`config.mk`:
```
export PLATFORM = sky130hd
export DESIGN_NAME = cac_fns_seq_encoder
export DESIGN_NICKNAME = d
export VERILOG_FILES = /design/src/rtl/cac_fns_pkg.sv /design/src/rtl/cac_fns_step.sv /design/src/rtl/cac_fns_seq_encoder.sv
export SDC_FILE = /design/constraint.sdc
export NUM_CORES = 1
export LEC_CHECK = 0
export ABC_CLOCK_PERIOD_IN_PS = 6200
export BUFFER_PORTS_ARGS = -buffer_cell sky130_fd_sc_hd__buf_2
export CORE_MARGIN = 1.5
export CORE_UTILIZATION = 30
export CTS_CLUSTER_SIZE = 14
export DETAILED_ROUTE_END_ITERATION = 10
export PLACE_DENSITY = 0.51
export SYNTH_ARGS = -nofsm -noshare
export SYNTH_HDL_FRONTEND = slang
export SYNTH_SLANG_ARGS = --single-unit
```
`constraint.sdc`:
```
create_clock -name clock -period 6.2 [get_ports clock]
set_input_delay 0 -clock clock [delete_from_list [all_inputs] [get_ports clock]]
set_output_delay 0 -clock clock [all_outputs]
set_load 0.01 [all_outputs]
```
`src/rtl/cac_fns_pkg.sv`:
```
// Shared definitions for the sequential FNS crosstalk-avoidance encoder:
// FSM states, packed-entry slicing helper and the default 9-wire Fibonacci tables.
package cac_fns_pkg;

    typedef enum logic [1:0] {
        IDLE = 2'd0,
        ENC  = 2'd1,
        DONE = 2'd2
    } state_e;

    // Upper bounds the slicing helper can address; weights wider than this are not supported.
    localparam int PICK_W    = 1024;
    localparam int PICK_LOG  = 10;
    localparam int FNS_MAX_W = 32;

    // Default tables for 9 wires, 8-bit entries, wire 8 in the top byte.
    localparam logic [71:0] FNS_SUB_DEFAULT =
        {8'd34, 8'd21, 8'd13, 8'd8, 8'd5, 8'd3, 8'd2, 8'd1, 8'd1};
    localparam logic [71:0] FNS_CMP_DEFAULT =
        {8'd34, 8'd34, 8'd13, 8'd13, 8'd5, 8'd5, 8'd2, 8'd2, 8'd1};

    // Returns packed entry i of the given width, zero-extended to FNS_MAX_W bits.
    function automatic logic [FNS_MAX_W-1:0] fns_pick(
        input logic [PICK_W-1:0] w,
        input int unsigned       i,
        input int unsigned       width
    );
        logic [FNS_MAX_W-1:0] m;
        int unsigned          k;
        m = '0;
        for (int unsigned b = 0; b < FNS_MAX_W; b++) begin
            k = i * width + b;
            if (b < width && k < PICK_W) begin
                m[b] = w[k[PICK_LOG-1:0]];
            end
        end
        return m;
    endfunction

endpackage

```
`src/rtl/cac_fns_step.sv`:
```
// One greedy FNS decomposition step for a single wire: decide the wire bit
// and produce the updated residual, clamping to zero if the weight exceeds it.
module cac_fns_step #(
    parameter int RW = 9,
    parameter int CW = 32
) (
    input  logic [RW-1:0] r,
    input  logic          en,
    input  logic [CW-1:0] cmp,
    input  logic [CW-1:0] sub,
    output logic          code_bit,
    output logic [RW-1:0] r_next,
    output logic          underflow
);

    localparam int XW = RW + CW;

    always_comb begin
        // NOTE: every output gets a default before any branch so no latch is inferred.
        r_next    = r;
        code_bit  = en && (XW'(r) >= XW'(cmp));
        underflow = code_bit && (XW'(r) < XW'(sub));
        if (underflow) begin
            r_next = '0;
        end else if (code_bit) begin
            r_next = r - RW'(sub);
        end
    end

endmodule

```
`src/rtl/cac_fns_seq_encoder.sv`:
```
// Multi-cycle FNS crosstalk-avoidance encoder: one wire per cycle, MSB first,
// with valid/ready handshakes toward the data source and the TSV driver.
module cac_fns_seq_encoder
    import cac_fns_pkg::*;
#(
    parameter int N_WIRES = 9,
    parameter int DATA_W  = 8,
    parameter int FNS_W   = 8
) (
    input  logic                     clock,
    input  logic                     reset,
    input  logic                     in_valid,
    output logic                     in_ready,
    input  logic [DATA_W-1:0]        datain,
    input  logic [N_WIRES-1:0]       en_flag,
    input  logic [N_WIRES*FNS_W-1:0] fns_sub,
    input  logic [N_WIRES*FNS_W-1:0] fns_cmp,
    output logic                     out_valid,
    input  logic                     out_ready,
    output logic [N_WIRES-1:0]       codeout,
    output logic                     err
);

    localparam int RW = ((DATA_W > FNS_W) ? DATA_W : FNS_W) + 1;
    localparam int IW = $clog2(N_WIRES);
    localparam int NF = N_WIRES * FNS_W;

    state_e               state;
    logic [RW-1:0]        r;
    logic [IW-1:0]        idx;
    logic [N_WIRES-1:0]   code;
    logic [N_WIRES-1:0]   en_q;
    logic [NF-1:0]        sub_q;
    logic [NF-1:0]        cmp_q;
    logic                 uf_q;

    logic [FNS_MAX_W-1:0] sub_cur;
    logic [FNS_MAX_W-1:0] cmp_cur;
    logic                 step_bit;
    logic                 step_uf;
    logic [RW-1:0]        r_next;

    always_comb begin
        sub_cur = fns_pick(PICK_W'(sub_q), 32'(idx), FNS_W);
        cmp_cur = fns_pick(PICK_W'(cmp_q), 32'(idx), FNS_W);
    end

    cac_fns_step #(
        .RW (RW),
        .CW (FNS_MAX_W)
    ) u_step (
        .r         (r),
        .en        (en_q[idx]),
        .cmp       (cmp_cur),
        .sub       (sub_cur),
        .code_bit  (step_bit),
        .r_next    (r_next),
        .underflow (step_uf)
    );

    always_ff @(posedge clock) begin
        // NOTE: state registers use non-blocking assignment so every flop samples pre-edge values.
        if (reset) begin
            state <= IDLE;
            r     <= '0;
            idx   <= '0;
            code  <= '0;
            en_q  <= '0;
            sub_q <= '0;
            cmp_q <= '0;
            uf_q  <= 1'b0;
        end else begin
            case (state)
                IDLE: begin
                    if (in_valid) begin
                        r     <= RW'(datain);
                        en_q  <= en_flag;
                        sub_q <= fns_sub;
                        cmp_q <= fns_cmp;
                        idx   <= IW'(N_WIRES - 1);
                        code  <= '0;
                        uf_q  <= 1'b0;
                        state <= ENC;
                    end
                end
                ENC: begin
                    code[idx] <= step_bit;
                    r         <= r_next;
                    uf_q      <= uf_q | step_uf;
                    if (idx == '0) begin
                        state <= DONE;
                    end else begin
                        idx <= idx - 1'b1;
                    end
                end
                DONE: begin
                    if (out_ready) begin
                        state <= IDLE;
                    end
                end
                default: state <= IDLE;
            endcase
        end
    end

    // Outputs are gated by out_valid so nothing stale leaks while idle or encoding.
    assign in_ready  = (state == IDLE) && !reset;
    assign out_valid = (state == DONE);
    assign codeout   = out_valid ? (code & en_q) : '0;
    assign err       = out_valid && ((r != '0) || uf_q);

endmodule

```
==> reports/qor.yml, run 1 <==
drt:
  routed_wl_mm: 27.2
  drtIter0Drc: 416
  num_vias: 8002
  firstDrtPassIters: 4
  drc: 0
  ant_nets: 0
  viasPerCell: 4.88
  avgRoutedWirePerCell_um: 16.6
setup_path:
  cp-start-kind: "flip-flop"
  critical_path.slowest_cell: "dfxtp_2"
  worstPathCellList: "buf_4 -> mux4_2 -> mux2i_1 -> o21ai_0 -> ha_1 -> nor2b_1 -> o21ai_0 -> a211oi_4 -> nor2_2 -> a21oi_1 -> o221a_1"
  slowest_delay_ps: 790
  worstPathArrival_ps: 4140
  crit_required_ps: 6530
  cp-end-kind: "flip-flop"
  cp_common_cell: "o21ai_0"
  reg2reg_depth: 11
  reg2reg_slack_ps: 2390
  critPathKind: "flip-flop to flip-flop"
  crit_path_max_fanout: 22
clocking:
  cts_resized: 0
  clk_pin_slew_ps: 70
  clockBufferDepth: 2
  ctsHoldBuffers: 161
  clk_latency_ps: 440
  cts_sinks: 178
  cts_made_buffers: 17
  cts_tree: "done"
  htreeDepth: 4
  cts_root_buf: "clkbuf_16"
  post_cts_buffers: 0
place:
  placed_cells: 1447
  io_buffer_count: 176
  gp_congestion: 0.859
  hpwl_mm: 18.1
min_path:
  hold_path.class: "primary input to flip-flop"
  whs_path_depth: 4
power_and_ir_drop:
  peakVddDrop_v: 0.000161
  combPwrFrac_pct: 21.9
  power_switching_mw: 0.961
  swShare_pct: 31.6
  leakage_nw: 4.58
  p_int_mw: 2.08
  power_density_nw_per_um2: 265
  power_frac_seq_pct: 42.9
  clkPwrFrac_pct: 35.2
global_route:
  antenna_found_initial: 0
  grt_max_degree: 101
  met2_usage_pct: 32.4
  use_met3_pct: 3.20
  grt_pass1_wl_mm: 42.7
  grt_util_all_layers_pct: 19.3
  busiest_layer: "met2"
  grt_util_met1_pct: 25.2
  overflow: 0
  grt_pass1_vias: 7978
final_layout:
  area_delta_synth_final_pct: 39.9
  final_common_cell: "nand2_1"
  nets: 1472
  drive_gt1_share_pct: 20.2
  fin_cells: 1640
  final_cell_mix: "nand2_1, a21oi_1, dfxtp_1"
  diodes: 0
synthesis:
  yosysSeqAreaShare_pct: 43.5
  syn_area_per_cell_um2: 8.23
  ys_ff_latch: 178
  synth-main-ff-cell: "dfxtp_1"
  ys_async_sr_fraction_pct: 0
  synthCells: 995
  synth.distinct_cells: 55
  netlist_area_um2: 8190
  synthesis.nets: 1181
  synth_edf_count: 0
  ys_warn_count: 0
timing:
  setup_tns_ps: 0
  fmax_mhz: 262
  timing.final.crit_share_pct: 61.5
  drv_slew: 0
  setup_violations: 0
  min_period_ps: 3810
  max_slew.worst_pin.slew_ps: 1190
  max-slew-margin-rel_pct: 20.7
  finalHoldViolations: 0
  fin_skew_ps: 13.9
  rsz0062_at_grt: "no"
die:
  die_area_um2: 28300
  core-area_um2: 26900
  ioPinCount: 177
  start_util_pct: 30.5
  die_w_um: 168
  rows: 60
  die_h_um: 168
flow_run:
  cap_violations: 0
status:
  outcome: "finished, final reports clean"
sequential cells by signal, summed over array words and instances (netlist names):
name and flops:
cmp_q 72, sub_q 72, code 9, en_q 9
r 9, idx 4, state 2, uf_q 1
worst paths after layout:
| kind | startpoint | to |
|---|---|---|
| max | idx[0] | r[7] |
| min | datain[7] | r[7] |
| max reg2reg | idx[0] | r[7] |
| min reg2reg | cmp_q[21] | cmp_q[21] |
worst max-delay path, delay by kind of cell (launching register included):
family / cells / cell delay (ps)
flip-flops: 1 / 790
AO/OA/AOI/OAI: 5 / 970
adder cells (fa/ha/maj): 1 / 320
AND/OR/NAND/NOR: 2 / 510
multiplexers: 2 / 680
buffers and inverters: 1 / 410
power groups by stage:
stage / Combinational, mW / Sequential, mW / Clock [mW]
2_1_floorplan: 0.432 / 1.29 / 0
3_3_place_gp: 0.581 / 1.33 / 0
3_5_place_dp: 0.586 / 1.33 / 0
4_1_cts: 0.665 / 1.30 / 1.09
5_1_grt: 0.742 / 1.32 / 1.13
6_report: 0.665 / 1.30 / 1.07
kinds of logic after synthesis:
kind of cell	count (synthesis)	synth area share (%)
muxes	51	11.6
buffers and inverters	86	4.44
and+or+nand+nor	416	20.6
xor gates and xnor gates	5	0.535
DFF	178	43.5
adders and majority gates	21	3.30
AOI/OAI and AO/OA	238	16.0
per-layer routing:
layer / wire (um) / vias up
li1: - / 3970
met1: 12700 / 3819
met2: 13100 / 177
met3: 863 / 36
met4: 554 / 0
met5: 0 / -
layout make-up:
type	count	area [um2]
Multi-Input combinational cell	731	4270
Tap cell	341	427
Clock inverter	14	141
Sequential cell	178	3570
Clock buffer	18	439
Timing Repair Buffer	345	2570
Fill cell	2738	15400
Inverter	13	48.8
cell usage after synthesis (6+ instances only):
master / instances / share of area (%)
nand2_1: 328 / 15
dfxtp_1: 178 / 44
inv_1: 12 / 0.55
nand3_1: 21 / 1.3
a21oi_1: 192 / 12
nand2b_1: 6 / 0.46
o21ai_0: 11 / 0.67
ha_1: 20 / 3.1
mux2i_1: 16 / 2.0
clkbuf_1: 47 / 2.2
nor2_1: 31 / 1.4
mux4_2: 31 / 8.5
buf_2: 21 / 1.3
and3_1: 9 / 0.69
metrics by stage:
stage | power [mW] | area [um2] | hold WS [ps] | utilization, % | worst slack, ps
floorplan | 1.72 | 8190 | 136 | - | 3040
global placement | 1.91 | 9270 | 244 | 34.5 | 2310
detailed placement | 1.92 | 9270 | 248 | 34.5 | 2310
CTS | 3.06 | 11500 | 4.70 | 42.7 | 2290
global route | 3.19 | 11500 | 79.6 | 42.7 | 2070
finish | 3.04 | 11500 | 25.6 | 42.7 | 2390
No activity file was read; power rests on OpenSTA's default activity.
==> inputs of run 2 (changes only) <==
--- a/config.mk
+++ b/config.mk
@@ -5,7 +5,7 @@
 export SDC_FILE = /design/constraint.sdc
 export NUM_CORES = 1
 export LEC_CHECK = 0
-export ABC_CLOCK_PERIOD_IN_PS = 6200
+export ABC_CLOCK_PERIOD_IN_PS = 3800
 export BUFFER_PORTS_ARGS = -buffer_cell sky130_fd_sc_hd__buf_2
 export CORE_MARGIN = 1.5
 export CORE_UTILIZATION = 30
==> constraint.sdc (replaced) <==
create_clock -name clock -period 3.8 [get_ports clock]
set_input_delay 0 -clock clock [delete_from_list [all_inputs] [get_ports clock]]
set_output_delay 0 -clock clock [all_outputs]
set_load 0.01 [all_outputs]
==> run 2 against run 1 <==
Critical path depth increased by 1; wire length decreased by 1.5%; maximum frequency increased by 20%; critical path type unchanged; critical endpoint unchanged; largest cell class unchanged; largest power group unchanged.
==> reports/qor.yml, run 2 (same netlist as run 1, synthesis figures left out) <==
status:
  outcome: "finished, final reports clean"
final_layout:
  reg_top3: "cmp_q x72, sub_q x72"
  nets: 1479  # +0.48%
  final_cell_mix: "nand2_1, a21oi_1, dfxtp_1"
  diodes: 0  # unchanged
  area_delta_synth_final_pct: 40.8
  final_common_cell: "nand2_1"
  drive_gt1_share_pct: 20.5  # +0.29 points
timing:
  fmax_mhz: 314  # +20%
  max-slew-margin-rel_pct: 41.4  # +21 points
  rsz0062_at_grt: "no"
  fin_skew_ps: 6.23  # -7.62 ps
  finalHoldViolations: 0  # unchanged
  setup_violations: 0  # unchanged
  timing.final.crit_share_pct: 83.7  # +22 points
  min_period_ps: 3180  # -631 ps
  max_slew.worst_pin.slew_ps: 879  # -307 ps
  drv_slew: 0  # unchanged
  setup_tns_ps: 0  # unchanged
setup_path:
  critical_path.slowest_cell: "mux4_2"
  slowest_delay_ps: 550  # -240 ps
  cp-start-kind: "flip-flop"
  crit_path_max_fanout: 26  # +18%
  crit_required_ps: 4120  # -2410 ps
  critPathKind: "flip-flop to flip-flop"
  cp_common_cell: "a21oi_1"
  worstPathCellList: "buf_12 -> mux4_2 -> mux2i_1 -> nor2_1 -> a21oi_1 -> ha_1 -> nand2_1 -> o21ai_0 -> a211oi_4 -> nor2_2 -> a21oi_1 -> o221a_1"
  worstPathArrival_ps: 3500  # -640 ps
  cp-end-kind: "flip-flop"
drt:
  viasPerCell: 4.85  # -0.69%
  drtIter0Drc: 493  # +19%
  drc: 0  # unchanged
  ant_nets: 0  # unchanged
  routed_wl_mm: 26.8  # -1.5%
  num_vias: 7976  # -0.32%
  firstDrtPassIters: 5  # +1
  avgRoutedWirePerCell_um: 16.3  # -1.9%
place:
  io_buffer_count: 176  # unchanged
  gp_congestion: 0.837  # -2.5%
  hpwl_mm: 17.9  # -1.2%
power_and_ir_drop:
  leakage_nw: 4.61  # +0.61%
  clkPwrFrac_pct: 34.2  # -1.0 points
  power_density_nw_per_um2: 425  # +60%
  power_switching_mw: 1.48  # +54%
  p_total_mw: 4.90  # +61%
  peakVddDrop_v: 0.000200  # +24%
  p_int_mw: 3.43  # +65%
  combPwrFrac_pct: 22.8  # +0.9 points
  swShare_pct: 30.1  # -1.5 points
  power_frac_seq_pct: 43.0  # about the same
global_route:
  overflow: 0  # unchanged
  grt_pass1_vias: 7848  # -1.6%
  grt_max_degree: 96  # -5.0%
  antenna_found_initial: 0  # unchanged
  grt_pass1_wl_mm: 41.5  # -2.7%
  grt_util_all_layers_pct: 18.8  # -0.44 points
die:
  ioPinCount: 177  # unchanged
  die_area_um2: 28300  # unchanged
  die_w_um: 168  # unchanged
  core-area_um2: 26900  # unchanged
  rows: 60  # unchanged
  die_h_um: 168  # unchanged
  start_util_pct: 30.5  # unchanged
clocking:
  cts_sinks: 178  # unchanged
  cts_made_buffers: 17  # unchanged
  cts_tree: "done"
  htreeDepth: 4  # unchanged
  clk_latency_ps: 430  # about the same
  cts_root_buf: "clkbuf_16"
  clockBufferDepth: 2  # unchanged
  clk_pin_slew_ps: 70  # about the same
  cts_resized: 0  # unchanged
flow_run:
  cap_violations: 0  # unchanged
min_path:
  hold_path.class: "primary input to flip-flop"
-- run 2: changes by cell type in the layout (fill, tap and decap cells not counted), moves of 2 or more --
cell        before  now
buf_4            8   12
clkinv_8         2    0
inv_8            3    1
clkinvlp_4       0    3
inv_6            5    2
clkbuf_8         1    4
buf_12           1    4
-- run 2: per-layer routing --
layer | part of all wire (%) | up-vias | track usage [%] | wire [um]
li1 | - | 3994 | - | -
met1 | 47 | 3740 | 24.8 | 12500
met3 | 3.5 | 41 | 2.96 | 944
met5 | 0 | - | 0 | 0
met4 | 2.8 | 0 | 7.18 | 755
met2 | 47 | 201 | 31.0 | 12600
-- run 2: timing repair --
| item | CTS | global route |
|---|---|---|
| hold buffers | 161 | 0 |
| endpoints found under the setup margin | 0 | 0 |
| hold endpoints to repair | 161 | 0 |
| setup buffers | 0 | 0 |
-- run 2: worst max-delay path: cells and delay by family, from the launching register on --
family | cells | cell delay [ps]
mux | 2 | 720
compound gates | 5 | 1020
buf+inv | 1 | 230
flops | 1 | 370
simple gates | 3 | 560
fa+ha+maj | 1 | 160
-- run 2: final cells by class --
type	instances	area, um2
fillers	2659	15300
flip-flops and latches	178	3570
clock buffers	22	484
inverters	13	48.8
repair buffers	352	2660
multi-input cells	731	4270
clock inverters	9	73.8
well taps	341	427
-- run 2: through the flow --
stage               utilization [%]  instance area (um2)  hold slack [ps]  std cells  worst slack (ps)
detailed placement             34.8                 9360              247       1454               581
CTS                            42.9                11500             13.4       1646               573
floorplan                         -                 8190              136        995               644
global placement               34.8                 9360              244       1454               677
global route                   42.9                11500             44.1       1646               348
finish                         42.9                11500             31.1       1646               618
-- run 2: worst paths after layout --
check             startpoint        end  slack [ps]  depth (start not counted)
hold / removal     datain[7]       r[7]          30                          4
setup / recovery      idx[0]       r[7]         620                         12
hold reg to reg    cmp_q[54]  cmp_q[54]         450                          2
setup reg to reg      idx[0]       r[7]         620                         12
-- run 2: power by group through the flow --
stage,clock network (mW),registers (mW),logic (mW)
CTS,1.72,2.11,1.12
detailed placement,0,2.15,0.989
finish,1.68,2.11,1.12
global route,1.79,2.12,1.24
floorplan,0,2.10,0.706
global placement,0,2.15,0.984
